[config.mk]
export PLATFORM = sky130hd
export DESIGN_NAME = seg_scan_display
export DESIGN_NICKNAME = d
export VERILOG_FILES = /design/src/rtl/seg_scan_display_pkg.sv /design/src/rtl/seg_scan_display_bcd_to_seg.sv /design/src/rtl/seg_scan_display.sv
export SDC_FILE = /design/constraint.sdc
export NUM_CORES = 1
export LEC_CHECK = 0
export CORE_AREA = 8 8 122 124
export CTS_CLUSTER_SIZE = 25
export DETAILED_ROUTE_END_ITERATION = 16
export DIE_AREA = 0 0 130 132
export SKIP_LAST_GASP = 1
export SLEW_MARGIN = 20
export SYNTH_ARGS = -nofsm -noshare
export SYNTH_HDL_FRONTEND = slang
export SYNTH_SLANG_ARGS = --single-unit
[constraint.sdc]
create_clock -name clk -period 6.3 [get_ports clk]
set_clock_uncertainty 0.2 [all_clocks]
set_input_delay 0.63 -clock clk [delete_from_list [all_inputs] [get_ports clk]]
set_output_delay 0.63 -clock clk [all_outputs]
set_load 0.01 [all_outputs]
[src/rtl/seg_scan_display_pkg.sv]
// seg_scan_display_pkg: digit count and active-low 7-segment patterns shared by the scan display.
// Pattern bit order is [6:0] = g..a; a 0 lights the segment.
package seg_scan_display_pkg;
    localparam int NUM_DIGITS = 6;
    localparam logic [6:0] SEG_0     = 7'h40;
    localparam logic [6:0] SEG_1     = 7'h79;
    localparam logic [6:0] SEG_2     = 7'h24;
    localparam logic [6:0] SEG_3     = 7'h30;
    localparam logic [6:0] SEG_4     = 7'h19;
    localparam logic [6:0] SEG_5     = 7'h12;
    localparam logic [6:0] SEG_6     = 7'h02;
    localparam logic [6:0] SEG_7     = 7'h78;
    localparam logic [6:0] SEG_8     = 7'h00;
    localparam logic [6:0] SEG_9     = 7'h10;
    localparam logic [6:0] SEG_E     = 7'h06;
    localparam logic [6:0] SEG_DASH  = 7'h3F;
    localparam logic [6:0] SEG_BLANK = 7'h7F;
endpackage

[src/rtl/seg_scan_display_bcd_to_seg.sv]
// bcd_to_seg: one BCD nibble to an active-low 7-segment pattern; non-decimal nibbles show "E".
module bcd_to_seg
    import seg_scan_display_pkg::*;
(
    input  logic [3:0] nibble,
    output logic [6:0] pattern
);
    always_comb begin
        case (nibble)
            4'd0:    pattern = SEG_0;
            4'd1:    pattern = SEG_1;
            4'd2:    pattern = SEG_2;
            4'd3:    pattern = SEG_3;
            4'd4:    pattern = SEG_4;
            4'd5:    pattern = SEG_5;
            4'd6:    pattern = SEG_6;
            4'd7:    pattern = SEG_7;
            4'd8:    pattern = SEG_8;
            4'd9:    pattern = SEG_9;
            default: pattern = SEG_E;
        endcase
    end
endmodule

[src/rtl/seg_scan_display.sv]
// seg_scan_display: six-digit multiplexed 7-segment driver with frame-aligned updates,
// leading-zero blanking, fixed decimal point and a staleness timeout that shows dashes.
module seg_scan_display
    import seg_scan_display_pkg::*;
#(
    parameter int SCAN_CYC    = 50_000,
    parameter int TIMEOUT_CYC = 50_000_000,
    parameter int DP_POS      = 3
) (
    input  logic        clk,
    input  logic        rst_n,
    input  logic        data_vld,
    input  logic [23:0] bcd_data,
    output logic [5:0]  sel,
    output logic [7:0]  seg,
    output logic        stale,
    output logic        err
);
    localparam int SW = SCAN_CYC > 1 ? $clog2(SCAN_CYC) : 1;
    localparam int TW = TIMEOUT_CYC > 1 ? $clog2(TIMEOUT_CYC) : 1;
    localparam logic [SW-1:0] SCAN_LAST = SW'(SCAN_CYC - 1);
    localparam logic [TW-1:0] TO_LAST   = TW'(TIMEOUT_CYC - 1);
    localparam logic [2:0]    DP_IDX    = 3'(DP_POS);
    localparam logic [2:0]    LAST_IDX  = 3'(NUM_DIGITS - 1);

    logic [SW-1:0] cnt, cnt_nxt;
    logic [TW-1:0] tcnt, tcnt_nxt;
    logic [2:0]    idx, idx_nxt;
    logic [23:0]   pend, disp, disp_nxt;
    logic          pend_vld, disp_vld, disp_vld_nxt, stale_nxt;
    logic          tc, wrap, dash, blank, bad;
    logic [5:0]    lz;
    logic [3:0]    nib;
    logic [6:0]    pat;
    logic [7:0]    seg_nxt;

    // Outputs are registered from next-state values so sel and seg move together
    // with the digit index and the frame transfer on the same edge.
    always_comb begin
        tc           = cnt == SCAN_LAST;
        wrap         = tc && idx == LAST_IDX;
        cnt_nxt      = tc ? '0 : cnt + 1'b1;
        idx_nxt      = wrap ? 3'd0 : tc ? idx + 3'd1 : idx;
        tcnt_nxt     = data_vld ? '0 : tcnt == TO_LAST ? tcnt : tcnt + 1'b1;
        stale_nxt    = !data_vld && (stale || tcnt_nxt == TO_LAST);
        disp_nxt     = wrap ? pend : disp;
        disp_vld_nxt = !stale && (wrap ? pend_vld : disp_vld);
        dash         = stale_nxt || !disp_vld_nxt;
        nib          = disp_nxt[{idx_nxt, 2'b00} +: 4];
        lz[NUM_DIGITS-1] = disp_nxt[23:20] == 4'd0;
        for (int i = NUM_DIGITS - 2; i >= 0; i--)
            lz[i] = lz[i+1] && disp_nxt[i*4 +: 4] == 4'd0;
        bad = 1'b0;
        for (int i = 0; i < NUM_DIGITS; i++)
            bad = bad || disp_nxt[i*4 +: 4] > 4'd9;
        blank   = idx_nxt > DP_IDX && lz[idx_nxt];
        seg_nxt = dash ? {1'b1, SEG_DASH} : blank ? {1'b1, SEG_BLANK} : {idx_nxt != DP_IDX, pat};
    end

    bcd_to_seg u_dec (
        .nibble  (nib),
        .pattern (pat)
    );

    always_ff @(posedge clk or negedge rst_n) begin
        if (!rst_n) begin
            cnt      <= '0;
            tcnt     <= '0;
            idx      <= 3'd0;
            pend     <= '0;
            pend_vld <= 1'b0;
            disp     <= '0;
            disp_vld <= 1'b0;
            stale    <= 1'b1;
            sel      <= 6'h3F;
            seg      <= 8'hFF;
            err      <= 1'b0;
        end else begin
            cnt      <= cnt_nxt;
            tcnt     <= tcnt_nxt;
            idx      <= idx_nxt;
            pend     <= data_vld ? bcd_data : pend;
            pend_vld <= data_vld || (pend_vld && !stale);
            disp     <= disp_nxt;
            disp_vld <= disp_vld_nxt;
            stale    <= stale_nxt;
            sel      <= ~(6'd1 << idx_nxt);
            seg      <= seg_nxt;
            err      <= !dash && bad;
        end
    end
endmodule

==> results of run 1 <==
==> cell type report <==
| class | count | area, um^2 | area share, % |
|---|---|---|---|
| Sequential cell | 111 | 2800 | 43.1 |
| Clock inverter | 7 | 63.8 | 0.984 |
| Clock buffer | 9 | 225 | 3.47 |
| Inverter | 12 | 45.0 | 0.694 |
| Timing Repair Buffer | 44 | 428 | 6.60 |
| Multi-Input combinational cell | 396 | 2710 | 41.8 |
| Tap cell | 176 | 220 | 3.39 |
==> sequential cells by signal, indices dropped and copies added, names as in the netlist <==
| register | count |
|---|---|
| cnt | 16 |
| disp | 24 |
| disp_vld | 1 |
| err | 1 |
| idx | 3 |
| pend | 24 |
| pend_vld | 1 |
| seg | 8 |
| sel | 6 |
| stale | 1 |
| tcnt | 26 |
==> worst register-to-register path: stages (launching register included) <==
cell and delay (ns):
dfrtp_1 0.78, ha_1 0.30, and2_1 0.29, nand2_4 0.25, mux2_2 0.39, o221ai_1 0.20, a2bb2oi_1 0.42, inv_1 0.19
ha_1 0.25, mux2_2 0.26, o211ai_1 0.16
==> cell usage after synthesis (5+ instances only) <==
cell type	n
nor3_1	5
dfstp_2	15
or3_1	6
clkbuf_1	10
ha_1	9
o21ai_0	16
a21oi_1	7
and3_1	10
nand4_1	9
mux2_2	32
inv_1	11
xnor2_1	16
xor2_1	19
nand2_1	87
nor2_1	50
nand3_1	17
and4_1	5
dfrtp_1	96
mux2i_1	12
and2_1	7
==> per-stage QoR <==
stage / utilization, % / setup WS, ns
after floorplan: - / 3.02
after global placement: 47.8 / 2.74
after detailed placement: 47.8 / 2.61
after CTS: 50.0 / 2.57
after global routing: 50.0 / 2.21
final: 50.0 / 2.52
==> power by group through the flow <==
stage	combinational [mW]	clock [mW]	sequential [mW]
after floorplan	0.0287	0	0.750
after global placement	0.0609	0	0.758
after detailed placement	0.0620	0	0.758
after CTS	0.0624	0.578	0.744
after global routing	0.0678	0.605	0.747
final	0.0601	0.560	0.744
==> per-layer routing <==
metal  GRT usage [%]  wire [um]  up-vias
li1                -          -     1962
met1            20.4       5840     1989
met2            24.3       5810       68
met3            4.41        542       17
met4            4.91        227        0
met5               0          0        -
==> how the worst max path moves through the flow <==
stage | cells after the start | slack (ns) | from | end
floorplan | 13 | 3.02 | cnt[0] | seg[4]
global placement | 10 | 2.74 | idx[0] | seg[4]
detailed placement | 10 | 2.61 | idx[0] | seg[4]
CTS | 10 | 2.57 | idx[0] | seg[4]
global route | 10 | 2.21 | idx[0] | seg[4]
finish | 10 | 2.52 | idx[0] | seg[4]
==> logic make-up after synthesis <==
kind of cell	count (synthesis)
compound gates	62
buf+inv	35
xor+xnor	35
simple gates	245
fa+ha+maj	9
mux	45
flops	111
==> impl_metrics.env, run 1 <==
export IMPL_status="completed"
export IMPL_crit_family="flip-flops"
export IMPL_rsz0062_at_grt="false"
export IMPL_path_cells="ha_1 -> and2_1 -> nand2_4 -> mux2_2 -> o221ai_1 -> a2bb2oi_1 -> inv_1 -> ha_1 -> mux2_2 -> o211ai_1"
export IMPL_power_frac_comb_pct=4.4
export IMPL_ant_nets=0
export IMPL_grt_overflow_total=0
export IMPL_postLayoutCellArea_um2=6490
export IMPL_place_area_um2=6200
export IMPL_setup_viol=0
export IMPL_path_buf_inv=1
export IMPL_internal_power_mw=1.04
export IMPL_async_flop_share_pct=100
export IMPL_dieWidth_um=130
export IMPL_diodes=0
export IMPL_routed_wl_um=12400
export IMPL_yosysTopAreaCell="dfrtp_1"
export IMPL_yosys_area_share_adder_pct=1.98
export IMPL_fmax_mhz=264
export IMPL_synthCells=542
export IMPL_clock_sinks=111
export IMPL_cts_resized_gates=0
export IMPL_htreeDepth=3
export IMPL_ff2ff_setup_slack_ns=2.52
export IMPL_antenna_found_initial=0
export IMPL_post_route_period_util_pct=60.0
export IMPL_dieArea_um2=17200
export IMPL_start_util_pct=43.8
export IMPL_max_cap_violations=0
export IMPL_cp_max_fo=27
export IMPL_drc_errors=0
export IMPL_place_detailed_hpwl_um=8960
export IMPL_cts_tree="done"
export IMPL_yosys_warnings=0
export IMPL_drv_slew=0
export IMPL_cp_slowest_cell="dfrtp_1"
export IMPL_ys_seq_area_share_pct=49.2
export IMPL_start_kind="flop"
export IMPL_setup_tns_ns=0
export IMPL_die_h_um=132
export IMPL_first_pass_iters=4
export IMPL_synth_edff_count=0
export IMPL_grt_pass1_vias=4122
export IMPL_worst_ep_required_time_ns=6.37
export IMPL_layout_commonest_cell="dfrtp_1"
export IMPL_wl_per_cell_um=16.4
export IMPL_whs_ns=0.0853
export IMPL_dp_cells=739
export IMPL_synth_top_family_by_area="simple AND/OR/NAND/NOR gates"
export IMPL_grt_pass1_wl_um=21100
export IMPL_cellPowerDensity_nw_per_um2=210
export IMPL_timing_rr_start="idx[0]"
export IMPL_io_pins=43
export IMPL_cts_setup_buffers=0
export IMPL_p_sw_share_pct=23.8
export IMPL_path_class="flop to flop"
export IMPL_grt_max_degree=66
export IMPL_ctsHoldBuffers=0
export IMPL_num_vias=4036
export IMPL_p_sw_mw=0.325
export IMPL_seqPwrFrac_pct=54.5
export IMPL_syn_avg_cell_area_um2=10.5
export IMPL_rr_endpoint="seg[4]"
export IMPL_synth_compound_area_share_pct=8.15
export IMPL_cp_arrival_ns=3.85
export IMPL_synth_area_leaders="dfrtp_1 (42%), dfstp_2 (6.9%), mux2_2 (6.3%)"
export IMPL_synth_xor_area_share_pct=5.40
export IMPL_final_cell_mix="dfrtp_1 (96), nand2_1 (87), nor2_1 (50), clkdlybuf4s50_1 (40), mux2_2 (32)"
export IMPL_hold_viol=0
export IMPL_insertion_delay_ns=0.36
export IMPL_layoutNonFillerInstCount=755
export IMPL_vdd_drop_max_uv=155
export IMPL_yosys_area_share_simple_pct=23.5
export IMPL_final_layout_size_suffix_gt1_share_pct=17.1
export IMPL_synth_seq_cells=111
export IMPL_cts_buffer_depth=2
export IMPL_end_kind="flop"
export IMPL_routabilityCongestion=0.867
export IMPL_r2r_cells=10
export IMPL_cts_root_buf="clkbuf_16"
export IMPL_critPathMaxStageDelay_ns=0.78
export IMPL_post_route_min_period_ns=3.78
export IMPL_area_growth_syn_to_layout_pct=14.2
export IMPL_synth_mux_area_share_pct=8.70
export IMPL_synth_nets=578
export IMPL_hold_class="input port to async pin"
export IMPL_track_usage_pct=15.6
export IMPL_leakage_nw=2.86
export IMPL_synth_top_area_share_pct=42.3
export IMPL_netlist_area_um2=5680
export IMPL_finalPower_mw=1.36
export IMPL_relSlewSlack_pct=46.9
export IMPL_cts_buffers=9
export IMPL_synth_flop_cell="dfrtp_1"
export IMPL_path_clk_slew_ns=0.08
export IMPL_worst_slew_pin_slew_ns=0.797
export IMPL_portBuffers=42
export IMPL_p_clk_share_pct=41.1
export IMPL_vias_per_cell=5.35
export IMPL_synth_cell_types=79
export IMPL_fin_nets=610
export IMPL_coreArea_um2=13000
export IMPL_rows=42
export IMPL_fill_cells=1195
export IMPL_drt_iter0_markers=207
Power figures use the tool's default switching activity.
==> inputs of run 2 (changes only) <==
PLACE_DENSITY = 0.65   (was default)
clock period = 3.26 ns   (was 6.3 ns; I/O delays follow)
==> impl_metrics.env, run 2 (synthesis gave the netlist of run 1 again) <==
export IMPL_p_clk_share_pct=40.3
export IMPL_finalPower_mw=2.61
export IMPL_m1WireLength_um=5520
export IMPL_first_pass_iters=5
export IMPL_cts_root_buf="clkbuf_16"
export IMPL_largest_reg_flops=26
export IMPL_critPathLaunch="tcnt[1]"
export IMPL_final_cell_mix="dfrtp_1 (94), nand2_1 (87), nor2_1 (50), clkdlybuf4s50_1 (40), mux2_2 (32)"
export IMPL_layout_commonest_cell="dfrtp_1"
export IMPL_p_sw_share_pct=21.9
export IMPL_num_vias=4166
export IMPL_hold_viol=0
export IMPL_post_place_ws_ns=0.0771
export IMPL_internal_power_mw=2.04
export IMPL_antenna_found_initial=0
export IMPL_max_cap_violations=0
export IMPL_grt_pass1_vias=4382
export IMPL_cts_buffers=9
export IMPL_coreArea_um2=13000
export IMPL_timing_rr_start="tcnt[1]"
export IMPL_setup_viol=0
export IMPL_vdd_drop_max_uv=213
export IMPL_setup_slack_ns=0.144
export IMPL_routed_wl_um=12700
export IMPL_rsz0062_at_grt="true"
export IMPL_status="completed"
export IMPL_path_cells="ha_1 -> and4_4 -> nand2_2 -> or3_4 -> and3_1 -> mux2i_1 -> or4_4 -> nor4_4 -> nand2b_4 -> nor2_1"
export IMPL_fmax_mhz=321
export IMPL_start_util_pct=43.8
export IMPL_seqPwrFrac_pct=54.8
export IMPL_rows=42
export IMPL_diodes=0
export IMPL_drv_slew=0
export IMPL_largest_register="tcnt"
export IMPL_wl_met2_um=6440
export IMPL_post_route_period_util_pct=95.6
export IMPL_drt_iter0_markers=265
export IMPL_area_growth_syn_to_layout_pct=18.5
export IMPL_power_frac_comb_pct=4.9
export IMPL_wl_met3_um=504
export IMPL_die_h_um=132
export IMPL_layoutNonFillerInstCount=784
export IMPL_post_route_min_period_ns=3.12
export IMPL_path_buf_inv=0
export IMPL_start_kind="flop"
export IMPL_cts_buffer_depth=2
export IMPL_crit_family="simple AND/OR/NAND/NOR gates"
export IMPL_hold_class="input port to async pin"
export IMPL_insertion_delay_ns=0.35
export IMPL_path_clk_slew_ns=0.07
export IMPL_track_usage_pct=16.1
export IMPL_fin_nets=639
export IMPL_place_detailed_hpwl_um=9380
export IMPL_p_sw_mw=0.574
export IMPL_portBuffers=42
export IMPL_path_class="flop to flop"
export IMPL_htreeDepth=3
export IMPL_clock_sinks=111
export IMPL_io_pins=43
export IMPL_grt_pass1_wl_um=22200
export IMPL_worst_ep_required_time_ns=3.30
export IMPL_cp_slowest_cell="or4_4"
export IMPL_ant_nets=0
export IMPL_cts_tree="done"
export IMPL_cellPowerDensity_nw_per_um2=388
export IMPL_grt_max_degree=107
export IMPL_cp_max_fo=5
export IMPL_wl_per_cell_um=16.2
export IMPL_end_kind="flop"
export IMPL_grt_overflow_total=0
export IMPL_critPathMaxStageDelay_ns=0.54
export IMPL_dieArea_um2=17200
export IMPL_drc_errors=0
export IMPL_largest_registers="tcnt (26), disp (24), pend (24)"
export IMPL_routabilityCongestion=0.901
export IMPL_dieWidth_um=130
export IMPL_final_layout_size_suffix_gt1_share_pct=21.4
export IMPL_dp_cells=767
export IMPL_vias_per_cell=5.31
export IMPL_cp_arrival_ns=3.15
export IMPL_worst_slew_pin_slew_ns=0.586
export IMPL_dr_max_layer_used="met4"
export IMPL_leakage_nw=3.00
export IMPL_relSlewSlack_pct=60.9
run 2: cell types whose count changed in the layout (fill, tap and decap cells not counted), moves of 2 or more:
cell and delta:
clkbuf_1 +3, buf_4 +27, dfrtp_2 +2, dfrtp_1 -2
clkbuf_8 +2, inv_6 -2
run 2: layout make-up:
class | instances | area, um^2
fillers | 1147 | 6250
flip-flops and latches | 111 | 2800
multi-input cells | 396 | 2730
repair buffers | 73 | 661
clock buffers | 14 | 264
well taps | 176 | 220
inverters | 12 | 45.0
clock inverters | 2 | 13.8
run 2: worst register-to-register path, cell delays in order (launching register included):
cell and delay (ns):
dfrtp_1 0.38, ha_1 0.19, and4_4 0.28, nand2_2 0.07, or3_4 0.40, and3_1 0.19, mux2i_1 0.14, or4_4 0.54
nor4_4 0.34, nand2b_4 0.22, nor2_1 0.05
run 2: power by group through the flow:
stage | logic (mW) | clock network, mW | registers (mW)
floorplan | 0.0554 | 0 | 1.45
global placement | 0.125 | 0 | 1.46
detailed placement | 0.130 | 0 | 1.46
CTS | 0.131 | 1.09 | 1.43
global route | 0.143 | 1.15 | 1.44
finish | 0.128 | 1.05 | 1.43
run 2: final timing paths:
kind,endpoint,slack (ns),cells after the start
min in group clk,tcnt[18],0.20,2
worst max register to register,err,0.14,10
worst min register to register,cnt[0],0.26,1
max in group asynchronous,tcnt[9],1.94,3
worst min-delay path,cnt[11],0.13,2
worst max-delay path,err,0.14,10
run 2: metal layers:
layer / vias up / track usage [%]
met5: - / 0
met4: 0 / 6.78
met3: 15 / 2.55
met2: 75 / 26.8
met1: 2064 / 20.2
li1: 2012 / -
run 2: what timing repair did:
item                                    4_1_cts  5_1_grt
resized for setup                             0        6
buffers inserted                              0        0
hold endpoints to repair                     96        0
hold buffers                                  1        0
endpoints found under the setup margin        0       10
run 2: metrics by stage:
step                      hold WS, ns  TNS (ns)  instance area [um^2]  util (%)
after detailed placement      -0.0578         0                  6430      49.5
after CTS                       0.108         0                  6720      51.7
final                           0.126         0                  6730      51.9
after floorplan                -0.170         0                  5690         -
after global routing            0.127   -0.0385                  6730      51.9
after global placement        -0.0602         0                  6430      49.5
==> edit, RTL diff (flow settings as in run 2) <==
Register the output `sel` once more, without a reset; this adds one clock of latency there. The other outputs are not delayed to match. Comments in the files are not updated.
--- a/src/rtl/seg_scan_display.sv
+++ b/src/rtl/seg_scan_display.sv
@@ -23,4 +23,6 @@
     localparam logic [2:0]    DP_IDX    = 3'(DP_POS);
     localparam logic [2:0]    LAST_IDX  = 3'(NUM_DIGITS - 1);
+
+    logic [5:0] sel_s0;
 
     logic [SW-1:0] cnt, cnt_nxt;
@@ -73,5 +75,5 @@
             disp_vld <= 1'b0;
             stale    <= 1'b1;
-            sel      <= 6'h3F;
+            sel_s0   <= 6'h3F;
             seg      <= 8'hFF;
             err      <= 1'b0;
@@ -85,9 +87,13 @@
             disp_vld <= disp_vld_nxt;
             stale    <= stale_nxt;
-            sel      <= ~(6'd1 << idx_nxt);
+            sel_s0   <= ~(6'd1 << idx_nxt);
             seg      <= seg_nxt;
             err      <= !dash && bad;
         end
     end
+    always_ff @(posedge clk) begin
+        sel <= sel_s0;
+    end
+
 endmodule
 
Behaviour: not the same (a bounded check fails within 4 cycles, from zero or initial values and one cycle with rst_n low).
==> edit against run 2 <==
Setup slack got worse by 0.025 ns. Cell area increased by 6.7%. Power increased by 32%. Global-route usage increased by 0.40 points. Largest cell class unchanged. Synthesized area increased by 2.1%. Sequential cell count increased by 6. Wire length increased by 3.6%. First-iteration DRC count decreased by 27%.
==> edit: results (changes against run 2) <==
Critical path:
- The setup slack on the worst flop-to-flop path came to 0.12 ns (was 0.14 ns).
- The gate family responsible for the most delay along the worst path is multiplexers (was simple AND/OR/NAND/NOR gates).
- The required time at the worst-slack endpoint is 3.39 ns (was 3.30 ns).
- The worst setup path endpoint is seg[4] (was err).
- The startpoint of the most critical register-to-register path is cnt[0] (was tcnt[1]).
- The maximum fanout encountered on the critical timing path was 12 (was 5).
- The slowest cell on the critical path is sky130_fd_sc_hd__dfrtp_1 (was sky130_fd_sc_hd__or4_4).
- The worst stage delay on the critical path is 0.39 ns (was 0.54 ns).
- The depth of the worst register-to-register path was 11 (was 10).

Yosys:
- The synthesized-area fraction occupied by xor and xnor cells is 5.28% (was 5.40%).
- The post-synthesis net count is 584 (was 578).
- The count of warnings emitted by yosys is 0 (unchanged).
- The number of different library cells in the post-synthesis netlist is 80 (was 79).
- The proportion of register bits with asynchronous set or reset after synthesis came to 94.9% (was 100%).
- The mean cell area of the mapped netlist is 10.6 um2 (was 10.5 um2).
- The adder-cell area share of the yosys netlist is 1.94% (was 1.98%).
- The sequential cell area fraction in the yosys report is 50.3% (was 49.2%).
- The compound-gate portion of the synthesized area is 7.98% (was 8.15%).
- The share of synthesized area spent on multiplexers is 8.52% (was 8.70%).

Cells and area:
- The final-layout fill cell count is 1104 (was 1147).
- The final instance count without filler cells was 811 (was 784).
- Largest regs: tcnt (26), disp (24), pend (24) (unchanged).
- The share of final-layout standard cells stronger than drive strength 1 is 23.6% (was 21.4%).
- The net total in the final layout came to 658 (was 639).

Drt:
- The detailed-route wire length per cell came to 16.2 um (about the same).
- The number of DRC violations after detailed-routing iteration 0 was 193 (was 265).
- The overall via count from detail_route was 4278 (was 4166).

Min path:
- The class of the most critical hold timing path is input port to register (was input port to asynchronous set/reset pin).

Timing:
- The clock period minus worst slack is 3.14 ns (was 3.12 ns).
- The minimum hold slack is 0.173 ns (was 0.126 ns).
- The worst slew slack as a fraction of its limit was 54.6% (was 60.9%).

Placed design:
- The final estimated routing congestion in global placement is 0.875 (was 0.901).
- The post-detailed-placement half-perimeter wirelength came to 9620 um (was 9380 um).
- The worst setup timing slack at the placement stage came to 0.0627 ns (was 0.0771 ns).
- The cell count after placement is 778 (was 767).
- The area after detailed placement is 6590 um2 (was 6430 um2).

Pwr:
- The cell leakage power was 3.22 nW (was 3.00 nW).
- The design internal power was 2.73 mW (was 2.04 mW).
- The sequential cell power is 1.51 mW (was 1.43 mW).
- The net switching fraction of the power is 20.9% (was 21.9%).
- The worst voltage drop across the vdd grid is 0.311 mV (was 0.213 mV).

Global route:
- The wire length of the first global-routing pass is 22300 um (was 22200 um).
- The largest net degree at the start of global routing came to 55 (was 107).
- The number of global-route vias before repair came to 4469 (was 4382).

Clocking:
- The number of levels in the clock H-tree is 4 (was 3).
- The number of clock buffers inserted by TritonCTS is 17 (was 9).
- The post-CTS clock slew at the launch and capture registers of the worst setup and hold paths was 0.05 ns (was 0.07 ns).
- The number of setup buffers added after CTS is 0 (unchanged).
- The clock latency on the worst-skew pair is 0.41 ns (was 0.35 ns).

Outcome:
- Outcome: complete, no violations (unchanged).
==> edit: routing by layer <==
layer	wire length, um	part of all wire (%)	GRT usage, %	vias to the layer above
met5	0	0	0	-
met4	229	1.7	6.07	0
met3	543	4.1	5.18	18
met2	6920	53	28.0	88
met1	5480	42	19.1	2117
li1	-	-	-	2055
==> edit: timing repair <==
action                                 4_1_cts  5_1_grt
setup endpoints to repair                    0        9
resized for setup                            0        5
hold buffers                                 1        0
endpoints found under the hold margin       38        0
==> edit: final cells by class <==
class	instances	area [um2]	area share [%]
timing repair buffer	78	698	9.72
sequential	117	2920	40.6
tap	176	220	3.07
clock inverter	9	103	1.43
clock buffer	23	478	6.66
multi-input combinational	396	2720	37.9
inverter	12	45.0	0.627
